<file path="src/rtl/q2_filter_pkg.sv">
// Shared constants, state type and helpers for the Q2 filter chain.
// Holds sample/accumulator widths, saturation limits and the warm-up state enum.
package q2_filter_pkg;
  localparam int DATA_W  = 4;
  localparam int FRAC_W  = 2;
  localparam int ACC_W   = 10;
  localparam int SAT_MAX = 7;
  localparam int SAT_MIN = -8;

  typedef enum logic [1:0] {
    FILL0,
    FILL1,
    FILL2,
    RUN
  } state_t;

  function automatic logic signed [ACC_W-1:0] sx(
    input logic [DATA_W-1:0] v
  );
    return ACC_W'($signed(v));
  endfunction
endpackage

</file>
<file path="src/rtl/q2_round_sat.sv">
// Round-half-up of a 2-fraction-bit accumulator to a 4-bit sample.
// Ports: acc (ACC_W signed) in; x (DATA_W) out; clip = result out of range.
// Q2_INV_SAT_EN: clamp to [SAT_MIN, SAT_MAX]; otherwise two's-complement wrap.
module q2_round_sat
  import q2_filter_pkg::*;
(
  input  logic signed [ACC_W-1:0]  acc,
  output logic        [DATA_W-1:0] x,
  output logic                     clip
);
  localparam logic signed [ACC_W-1:0] HALF = ACC_W'(1 << (FRAC_W - 1));
  localparam logic signed [ACC_W-1:0] HI   = ACC_W'(SAT_MAX);
  localparam logic signed [ACC_W-1:0] LO   = ACC_W'(SAT_MIN);

  logic signed [ACC_W-1:0] r;

  assign r = (acc + HALF) >>> FRAC_W;

  always_comb begin
    clip = (r > HI) || (r < LO);
`ifdef Q2_INV_SAT_EN
    if (r > HI)
      x = HI[DATA_W-1:0];
    else if (r < LO)
      x = LO[DATA_W-1:0];
    else
      x = r[DATA_W-1:0];
`else
    x = r[DATA_W-1:0];
`endif
  end
endmodule

</file>
<file path="src/rtl/q2_inverse_filter.sv">
// Inverse (equalizing) filter for the Q2 chain, valid/ready streaming, 1-cycle latency.
// Ports: clk, reset (async, active-low), clear, in_valid/in_ready/y_in,
// out_valid/out_ready/x_out, out_warm; sat_flag only with Q2_INV_SAT_EN.
module q2_inverse_filter
  import q2_filter_pkg::*;
(
  input  logic              clk,
  input  logic              reset,
  input  logic              clear,
  input  logic              in_valid,
  output logic              in_ready,
  input  logic [DATA_W-1:0] y_in,
  output logic              out_valid,
  input  logic              out_ready,
  output logic [DATA_W-1:0] x_out,
  output logic              out_warm
`ifdef Q2_INV_SAT_EN
  ,
  output logic              sat_flag
`endif
);
  state_t            state_q;
  state_t            state_d;
  logic [DATA_W-1:0] y1, y2;
  logic [DATA_W-1:0] x1, x2, x3;
  logic              accept;
  logic signed [ACC_W-1:0] acc;
  logic [DATA_W-1:0] res;
  logic              clip;

  assign in_ready = !clear && (!out_valid || out_ready);
  assign accept   = in_valid && in_ready;

  // Feedback uses the already rounded 4-bit outputs, keeping acc bounded.
  assign acc = (sx(y_in) <<< 2)
             - (sx(y1) <<< 1)
             - sx(y2)
             + ((sx(x1) - sx(x2) - sx(x3)) <<< 2);

  q2_round_sat u_rs (
    .acc  (acc),
    .x    (res),
    .clip (clip)
  );

  always_ff @(posedge clk or negedge reset) begin
    if (!reset)
      state_q <= FILL0;
    else
      state_q <= state_d;
  end

  always_comb begin
    state_d = state_q;
    if (clear) begin
      state_d = FILL0;
    end else if (accept) begin
      unique case (state_q)
        FILL0:   state_d = FILL1;
        FILL1:   state_d = FILL2;
        FILL2:   state_d = RUN;
        default: state_d = RUN;
      endcase
    end
  end

  always_ff @(posedge clk or negedge reset) begin
    if (!reset) begin
      y1        <= '0;
      y2        <= '0;
      x1        <= '0;
      x2        <= '0;
      x3        <= '0;
      x_out     <= '0;
      out_valid <= 1'b0;
      out_warm  <= 1'b0;
    end else if (clear) begin
      y1        <= '0;
      y2        <= '0;
      x1        <= '0;
      x2        <= '0;
      x3        <= '0;
      out_valid <= 1'b0;
      out_warm  <= 1'b0;
    end else if (accept) begin
      y1        <= y_in;
      y2        <= y1;
      x1        <= res;
      x2        <= x1;
      x3        <= x2;
      x_out     <= res;
      out_valid <= 1'b1;
      out_warm  <= (state_q == FILL2) || (state_q == RUN);
    end else if (out_ready) begin
      out_valid <= 1'b0;
    end
  end

`ifdef Q2_INV_SAT_EN
  // Sticky until reset; clear deliberately leaves it alone.
  always_ff @(posedge clk or negedge reset) begin
    if (!reset)
      sat_flag <= 1'b0;
    else if (accept && clip)
      sat_flag <= 1'b1;
  end
`else
  logic unused_clip;
  assign unused_clip = clip;
`endif
endmodule

</file>
<file path="config.mk">
export PLATFORM = sky130hd
export DESIGN_NAME = q2_inverse_filter
export DESIGN_NICKNAME = d
export VERILOG_FILES = /design/src/rtl/q2_filter_pkg.sv /design/src/rtl/q2_round_sat.sv /design/src/rtl/q2_inverse_filter.sv
export SDC_FILE = /design/constraint.sdc
export NUM_CORES = 1
export LEC_CHECK = 0
export ABC_CLOCK_PERIOD_IN_PS = 3650
export CAP_MARGIN = 5
export CORE_MARGIN = 10
export CORE_UTILIZATION = 42
export CTS_CLUSTER_DIAMETER = 60
export DETAILED_ROUTE_END_ITERATION = 7
export SYNTH_ARGS = -nofsm -noshare
export SYNTH_HDL_FRONTEND = slang
export SYNTH_SLANG_ARGS = --single-unit
export TNS_END_PERCENT = 10
</file>
<file path="constraint.sdc">
create_clock -name clk -period 3.65 [get_ports clk]
set_input_delay 0.5475 -clock clk [delete_from_list [all_inputs] [get_ports clk]]
set_output_delay 0.5475 -clock clk [all_outputs]
set_load 0.05 [all_outputs]
</file>
-- Word level (Yosys, flattened, before mapping)
Cells that the tools add are included.
- input port bits: 9
- logic and storage cells: 47
- bits in registers: 28
- output and inout bits: 7
- eq/ne operators: 3
- multiplexer cells: 18
- add/sub/neg operators: 6
- bitwise operators: 1
- reduce and logical (&&, ||, !) cells: 10
- operators by type and width (cell ; number):
    4-bit 2-to-1 mux ; 10
    4-bit subtractor ; 2
    6-bit by 3-bit adder with 6-bit output, second input constant ; 1
    6-bit adder ; 1
    6-bit by 4-bit subtractor with 6-bit output ; 1
    6-bit by 5-bit subtractor with 6-bit output ; 1
    1-bit 2-to-1 mux ; 5
    2-bit == test, second input constant ; 2
    2-bit 2-to-1 mux ; 2
    2-bit case mux with 2 select lines ; 1
    3-bit nonzero test ; 1
    2-bit by 1-bit == test with 1-bit output, second input constant ; 1
    1-bit logical AND ; 2
    1-bit logical NOT ; 2
    2-bit logical NOT ; 1
    1-bit logical OR ; 2
    2-bit AND reduction ; 1
    2-bit nonzero test ; 1
    1-bit NOT ; 1

-- Longest topological paths before layout
Gate-level depths: netlist of the first run.
- depth in word-level cells: 6
- mapped depth: 16
- gate-level depth less buffers: 16

-- By module
Synthesis of the first run repeated with hierarchy kept, for this count alone.
- cell total of the unflattened synthesis: 203
- area total of the unflattened synthesis: 2088.3 sq um
- modules (own cells, without submodules) (module ; cells an instance ; instances ; seq. area each (sq um) ; area an instance (sq um)):
    q2_inverse_filter ; 180 ; 1 ; 700.7 ; 1921.8
    q2_round_sat ; 23 ; 1 ; 0.0 ; 166.4

-- Worst setup path after synthesis of the first run
OpenSTA, ideal clock, no wires.
- kind: register to register
- from: register x1[0]
- to: register x1[3]
- period minus slack after synthesis: 3.994 ns
- data arrival time: 3.866 ns
- stages on the path, launching flop included: 17
- path slack: -0.344 ns
- library setup time: 0.127 ns
- cell sequence: dfrtp_1 inv_1 fa_1 inv_1 ha_1 nor2_1 fa_1 fa_1 inv_1 ha_1 ha_1 inv_1 fa_1 xor2_1 xnor3_1 xnor3_1 o21ai_1
- word-level cells in the longest chain between the ends: 6
- RTL lines (item ; RTL line ; source):
    start, declared ; q2_inverse_filter.sv:25 ; logic [DATA_W-1:0] x1, x2, x3;
    start signal, assigned ; q2_inverse_filter.sv:88 ; x1 <= res;
    4-bit subtractor (2 in series) ; q2_inverse_filter.sv:38 ; + ((sx(x1) - sx(x2) - sx(x3)) <<< 2);
    6-bit adder ; q2_inverse_filter.sv:38 ;
    6-bit by 3-bit adder with 6-bit output ; q2_round_sat.sv:17 ; assign r = (acc + HALF) >>> FRAC_W;
    4-bit 2-to-1 mux ; q2_inverse_filter.sv:85 ; end else if (accept) begin
    4-bit 2-to-1 mux ; q2_inverse_filter.sv:77 ; end else if (clear) begin
No other way between the ends. The select of a mux whose other input is x is not followed.
A chain may end at the register's enable or synchronous reset.

-- Final worst setup path of the first run
- from: register x3[0]
- to: register x_out[3]
- word-level cells in the longest chain between the ends: 3
- RTL lines (item ; RTL line ; source):
    start, declared ; q2_inverse_filter.sv:25 ;
    start signal, assigned ; q2_inverse_filter.sv:73 ; x3 <= '0;
    start signal, assigned ; q2_inverse_filter.sv:82 ; x3 <= '0;
    start signal, assigned ; q2_inverse_filter.sv:90 ; x3 <= x2;
    4-bit subtractor ; q2_inverse_filter.sv:38 ;
    6-bit adder ; q2_inverse_filter.sv:38 ;
    6-bit by 3-bit adder with 6-bit output ; q2_round_sat.sv:17 ;
    end signal, assigned ; q2_inverse_filter.sv:91 ; x_out <= res;
    end, declared ; q2_inverse_filter.sv:15 ; output logic [DATA_W-1:0] x_out,
No other way between the ends.

==> metrics.txt, run 1 <==
clock skew=3.95 ps; Slew HR=0.613; NetSw=between 0.5 and 0.6 mW; Core Region=0.00374 mm^2; Clock Tree Buf Depth=2; Worst-path clk slew=100 ps; largest net degree at the start of global routing=38; top cells by area, synth=dfrtp_1, fa_1, ha_1; status=complete, but fails checks; Post-Syn Area per Cell=about 9.8 um^2; final core utilization=0.518; Slew @ Worst Pin=579 ps; drt first-iter violations=between 40 and 50; CP Data Arrival Time=4110 ps; Pwr Density=735 mW/mm^2; Tot Pwr=1.42 mW; register area share after synthesis=0.422; All-Layer GR Usage=0.100; CTS tree=built; Final GP Congestion=0.773; ANT cells=0; peak supply drop=about 0.00055 V; Crit Path Max Fanout=2; final worst path period share=1.07; Routed WL per cell=around 14 um; Yosys warning count=0; final max-slew violation count=0; startpoint class of the critical path=flip-flop; R2R setup slack=-260 ps; Top Ports=16; fin crit period=3910 ps; post-DR vias/cell=4.94; # DRC=0; synthesized cell area=between 0.0015 and 0.002 mm^2; Mapped Cells=169; Comb power frac=0.594; Area growth syn-to-layout=16.8%; unrepaired setup endpoints after global routing=yes; initial core utilization=0.443; EDFF count, synth=0; Yosys top cell area share=0.422; fraction of registers with async set/reset=1.00; biggest area consumer among synthesized cells=dfrtp_1; CTS root buffer=clkbuf_8; Sequential Power Share=0.286; Nets=218; FMAX=about 260 MHz; initial antenna violation count=0; total clock sinks=28; die area=0.00686 mm^2; hold buffer count at cts=0; total of max-cap violations=0; Congestion Overflow GR=0; Seq cells post-synth=28; final hold vios=0; Die Span X=82.9 um; syn nets=between 150 and 200; internal cell power=0.858 mW; die height=~83 um; vias in the first global route=1295; Final WS setup=-256 ps; routed wire length=about 3.3 mm; layout cells sized above 1=0.0806; clk_lat worst skew=roughly 270 ps; Num CTS Buffers=3; CP required=approximately 3900 ps; IO Port Bufs=15; number of library cell types mapped by synthesis=25; Setup-failing EPs final=2; first-pass GRT wire length=slightly below 6 mm; Primary FF master, synth=dfrtp_1; row count=22; static leakage=0.918 nW; crit end category=flip-flop; critical path type=flip-flop to flip-flop; via count=1155; clock power share=0.119; Layout fillers=340; failing checks=setup timing; post-DP HPWL=2.58 mm; TritonRoute pass-1 iters=4; worst hold path class=flip-flop to flip-flop; H-tree Lvls=1; Routed Antenna Nets=0; DP Worst Slack=-332 ps; sw frac=0.397; hold slack=between 400 and 500 ps
==> routing by layer <==
layer  vias up  global-route usage  part of all wire  wire [um]
met5         -                   0                 0          0
met4         0              0.0338            0.0036         12
met3         2              0.0215             0.042        141
met2        20               0.175              0.51       1700
met1       571               0.118              0.44       1470
li1        562                   -                 -          -
==> synthesized netlist by cell type (4+ instances only) <==
cell type,count
clkbuf_1,4
dfrtp_1,28
fa_1,10
ha_1,11
inv_1,25
nand2_1,36
nor2_1,7
o21ai_0,7
o21ai_1,5
o31ai_1,8
xnor2_1,6
==> path summary, 6_finish.rpt <==
path / startpoint / end / cells past startpoint
worst max-delay path: x3[0] / x_out[3] / 15
worst min-delay path: x_out[2] / x_out[2] / 1
worst max register to register: x3[0] / x_out[3] / 15
worst min register to register: x_out[2] / x_out[2] / 1
max in group asynchronous: reset / x1[3] / 2
min in group asynchronous: reset / x3[1] / 2
==> worst max-delay path, stage by stage (launching register included) <==
cell and delay (ps):
dfrtp_1 420, fa_1 570, inv_1 50, ha_1 180, nor2_2 130, fa_1 430
fa_1 490, inv_1 40, ha_1 270, ha_1 140, inv_1 50, fa_2 350
xor2_2 150, xnor3_1 200, xnor3_1 230, o21ai_1 130
==> kinds of logic after synthesis <==
logic type               share of synthesized area
buffers and inverters                       0.0769
XOR/XNOR                                    0.0739
adder cells (fa/ha/maj)                      0.204
AO/OA/AOI/OAI                                0.105
flip-flops                                   0.422
AND/OR/NAND/NOR                              0.118
==> through the flow <==
stage / instance area [um^2] / setup TNS [ps] / cells
after floorplan: 1660 / -323 / 169
after CTS: 1930 / -534 / 234
final: 1940 / -504 / 234
after detailed placement: 1880 / -699 / 230
after global routing: 1940 / -1270 / 234
after global placement: 1880 / -411 / 230
==> final cells by class <==
| type | instances | area (um^2) | area share |
|---|---|---|---|
| timing repair buffer | 21 | 195 | 0.101 |
| multi-input combinational | 108 | 843 | 0.435 |
| clock buffer | 3 | 41.3 | 0.0213 |
| tap | 48 | 60.1 | 0.0310 |
| sequential | 28 | 701 | 0.362 |
| inverter | 26 | 97.6 | 0.0504 |
==> cells in the final DEF, fill, tap and decap left out, types with 2 or more instances in the layout <==
master,netlist,layout
nand2_1,36,36
dfrtp_1,28,28
inv_1,25,25
clkdlybuf4s50_1,0,15
ha_1,11,11
fa_1,10,9
o31ai_1,8,8
o21ai_0,7,7
xnor2_1,6,6
nor2_1,7,6
buf_4,0,6
o21ai_1,5,5
a21oi_1,3,3
clkbuf_8,0,3
nor2b_1,2,2
nand3_1,2,2
xnor3_1,2,2
a21o_1,2,2
==> power by group through the flow <==
stage	Combinational [mW]	Sequential, mW	Clock, mW
6_report	0.847	0.408	0.170
2_1_floorplan	0.544	0.482	0
3_3_place_gp	0.807	0.412	0
3_5_place_dp	0.830	0.414	0
5_1_grt	0.954	0.417	0.188
4_1_cts	0.843	0.409	0.175
==> registers in the layout, indices dropped and copies added (netlist names) <==
name	flops
x1	4
x2	4
x3	4
x_out	4
y1	4
y2	4
state_q	2
out_valid	1
out_warm	1
==> what timing repair did <==
item,CTS,global route
cloned,0,0
setup endpoints to repair,4,4
pin swaps,3,0
buffers inserted,1,0
resized for setup,0,1
Power figures use the tool's default switching activity.
==> run 2, diff against run 1 <==
--- a/config.mk
+++ b/config.mk
@@ -10,7 +10,10 @@
 export CORE_MARGIN = 10
 export CORE_UTILIZATION = 42
 export CTS_CLUSTER_DIAMETER = 60
+export CTS_CLUSTER_SIZE = 24
 export DETAILED_ROUTE_END_ITERATION = 7
+export GPL_TIMING_DRIVEN = 0
+export SLEW_MARGIN = 30
 export SYNTH_ARGS = -nofsm -noshare
 export SYNTH_HDL_FRONTEND = slang
 export SYNTH_SLANG_ARGS = --single-unit
==> run 2 against run 1 <==
  * The run still ends with setup timing left
  * Critical path depth fell by 1
  * Sequential cell count did not move
  * Power rose by 6.5%
  * Combinational power rose by 1%
  * Clock-buffer cell count did not move
  * Non-clock buffer count rose by 2
  * Maximum frequency fell by 0.15%
  * Hold slack got worse by 200 ps
  * Utilization rose by 0.67 points
  * Largest cell class unchanged
==> metrics.txt, run 2 (synthesis results as in run 1) <==
sw frac=0.392 (-0.00497); initial core utilization=0.443 (unchanged); post-DR vias/cell=4.93 (-0.15%); Congestion Overflow GR=0 (unchanged); critical path type=flip-flop to flip-flop; H-tree Lvls=1 (unchanged); failing checks=setup timing; Num CTS Buffers=3 (unchanged); unrepaired setup endpoints after global routing=yes; TritonRoute pass-1 iters=4 (unchanged); placed inst area=0.00187 mm^2 (-0.66%); Setup-failing EPs final=2 (unchanged); TNS Setup=-522 ps (-18.1 ps); commonest non-fill, non-tap cell in the layout=nand2_1; total of max-cap violations=0 (unchanged); peak supply drop=0.000521 V (-4.8%); ANT cells=0 (unchanged); Final WS setup=-262 ps (-5.91 ps); cell area after layout=0.00196 mm^2 (+1.3%); via count=1168 (+1.1%); CTS tree=built; All-Layer GR Usage=0.106 (+0.00570); routed wire length=3.50 mm (+5.4%); initial antenna violation count=0 (unchanged); Worst-path clk slew=100 ps (about the same); fin crit period=3910 ps (+5.91 ps); Sequential Power Share=0.269 (-0.017); Slew @ Worst Pin=660 ps (+81.0 ps); first-pass GRT wire length=6.12 mm (+3.1%); DP Cell Count=232 (+0.87%); Die Span X=82.9 um (unchanged); status=complete, but fails checks; layout cells sized above 1=0.0847 (+0.00401); most frequent cells in the layout=nand2_1, dfrtp_1, inv_1, clkdlybuf4s50_1, ha_1; Max stage delay cell, worst path=fa_1; r2r startpoint=x3[0]; peak per-stage delay on the critical path=570 ps (about the same); Routed WL per cell=14.8 um (+4.0%); internal cell power=0.922 mW (+7.4%); static leakage=0.933 nW (+1.6%); Tot Pwr=1.52 mW (+6.5%); Crit Path Max Fanout=2 (unchanged); Slew HR=0.560 (-0.0528); FMAX=256 MHz (-0.15%); CTS root buffer=clkbuf_8; largest net degree at the start of global routing=29 (-24%); NetSw=0.595 mW (+5.2%); Area growth syn-to-layout=18.3%; final max-slew violation count=0 (unchanged); die area=0.00686 mm^2 (unchanged); CP Data Arrival Time=4080 ps (-30 ps); clock power share=0.164 (+0.045); row count=22 (unchanged); Core Region=0.00374 mm^2 (unchanged); IO Port Bufs=15 (unchanged); CP required=3820 ps (-30 ps); drt first-iter violations=38 (-7.3%); clk_lat worst skew=280 ps (about the same); crit end category=flip-flop; hold slack=286 ps (-202 ps); clock skew=1.69 ps (-2.26 ps); Worst Setup SP=x3[0]; startpoint class of the critical path=flip-flop; hold buffer count at cts=0 (unchanged); Clock Tree Buf Depth=2 (unchanged); vias in the first global route=1296 (+0.077%); post-DP HPWL=2.65 mm (+2.5%); Comb power frac=0.566 (-0.028); Nets=220 (+0.92%); Routed Antenna Nets=0 (unchanged); worst hold path class=input port to async pin; Final GP Congestion=0.807 (+4.4%); Pwr Density=773 mW/mm^2 (+5.2%); Top Ports=16 (unchanged); crit-path cells=fa_1 > ha_1 > nor2_4 > fa_1 > fa_1 > inv_1 > ha_1 > ha_1 > inv_1 > fa_2 > xor2_1 > xnor3_1 > xnor3_1 > o21ai_1; final hold vios=0 (unchanged); # DRC=0 (unchanged); total clock sinks=28 (unchanged); post-route insts no fill=237 (+1.3%); die height=82.9 um (unchanged); final worst path period share=1.07 (+0.00162)
==> run 2: worst max-delay path: cells and delay by family (launching register included) <==
family | cells | cell delay (ps)
compound gates | 1 | 70
fa+ha+maj | 7 | 2510
simple gates | 1 | 60
flops | 1 | 410
buf+inv | 2 | 100
xor+xnor | 3 | 650
==> run 2: per-layer routing <==
metal | wire (um) | part of all wire | vias to the layer above | global-route usage
li1 | - | - | 566 | -
met1 | 1550 | 0.44 | 569 | 0.129
met2 | 1710 | 0.49 | 28 | 0.175
met3 | 206 | 0.059 | 5 | 0.0332
met4 | 34 | 0.0097 | 0 | 0.0292
met5 | 0 | 0 | - | 0
==> run 2: final cells by class <==
cell class	instances	area, um^2
plain buffers	7	30.0
clock buffers	3	41.3
clock inverters	1	30.0
fillers	366	1780
inverters	26	97.6
multi-input cells	108	851
flip-flops and latches	28	701
well taps	48	60.1
repair buffers	16	153
==> run 2: what timing repair did <==
item	CTS	global route
setup buffers	1	0
gates resized for setup	2	1
pin swaps	3	0
endpoints found under the setup margin	4	4
==> run 2: power groups by stage <==
stage	Clock (mW)	Combinational, mW	Sequential (mW)
2_1_floorplan	0	0.544	0.482
3_3_place_gp	0	0.809	0.413
3_5_place_dp	0	0.827	0.415
4_1_cts	0.256	0.859	0.409
5_1_grt	0.271	0.945	0.417
6_report	0.249	0.859	0.409
==> run 2: through the flow <==
step	setup WS [ps]	utilization
after floorplan	-161	-
after global placement	-350	0.501
after detailed placement	-399	0.499
after CTS	-294	0.522
after global routing	-403	0.524
final	-262	0.524
==> run 2: worst paths after layout <==
check                      endpoint  slack [ps]  cells after the start
max                        x_out[3]        -260                     14
min reg2reg                   x2[0]         480                      2
max reg2reg                x_out[3]        -260                     14
min in group clk              x2[0]         480                      2
min                           x3[1]         290                      1
max in group asynchronous     y2[3]        2940                      1
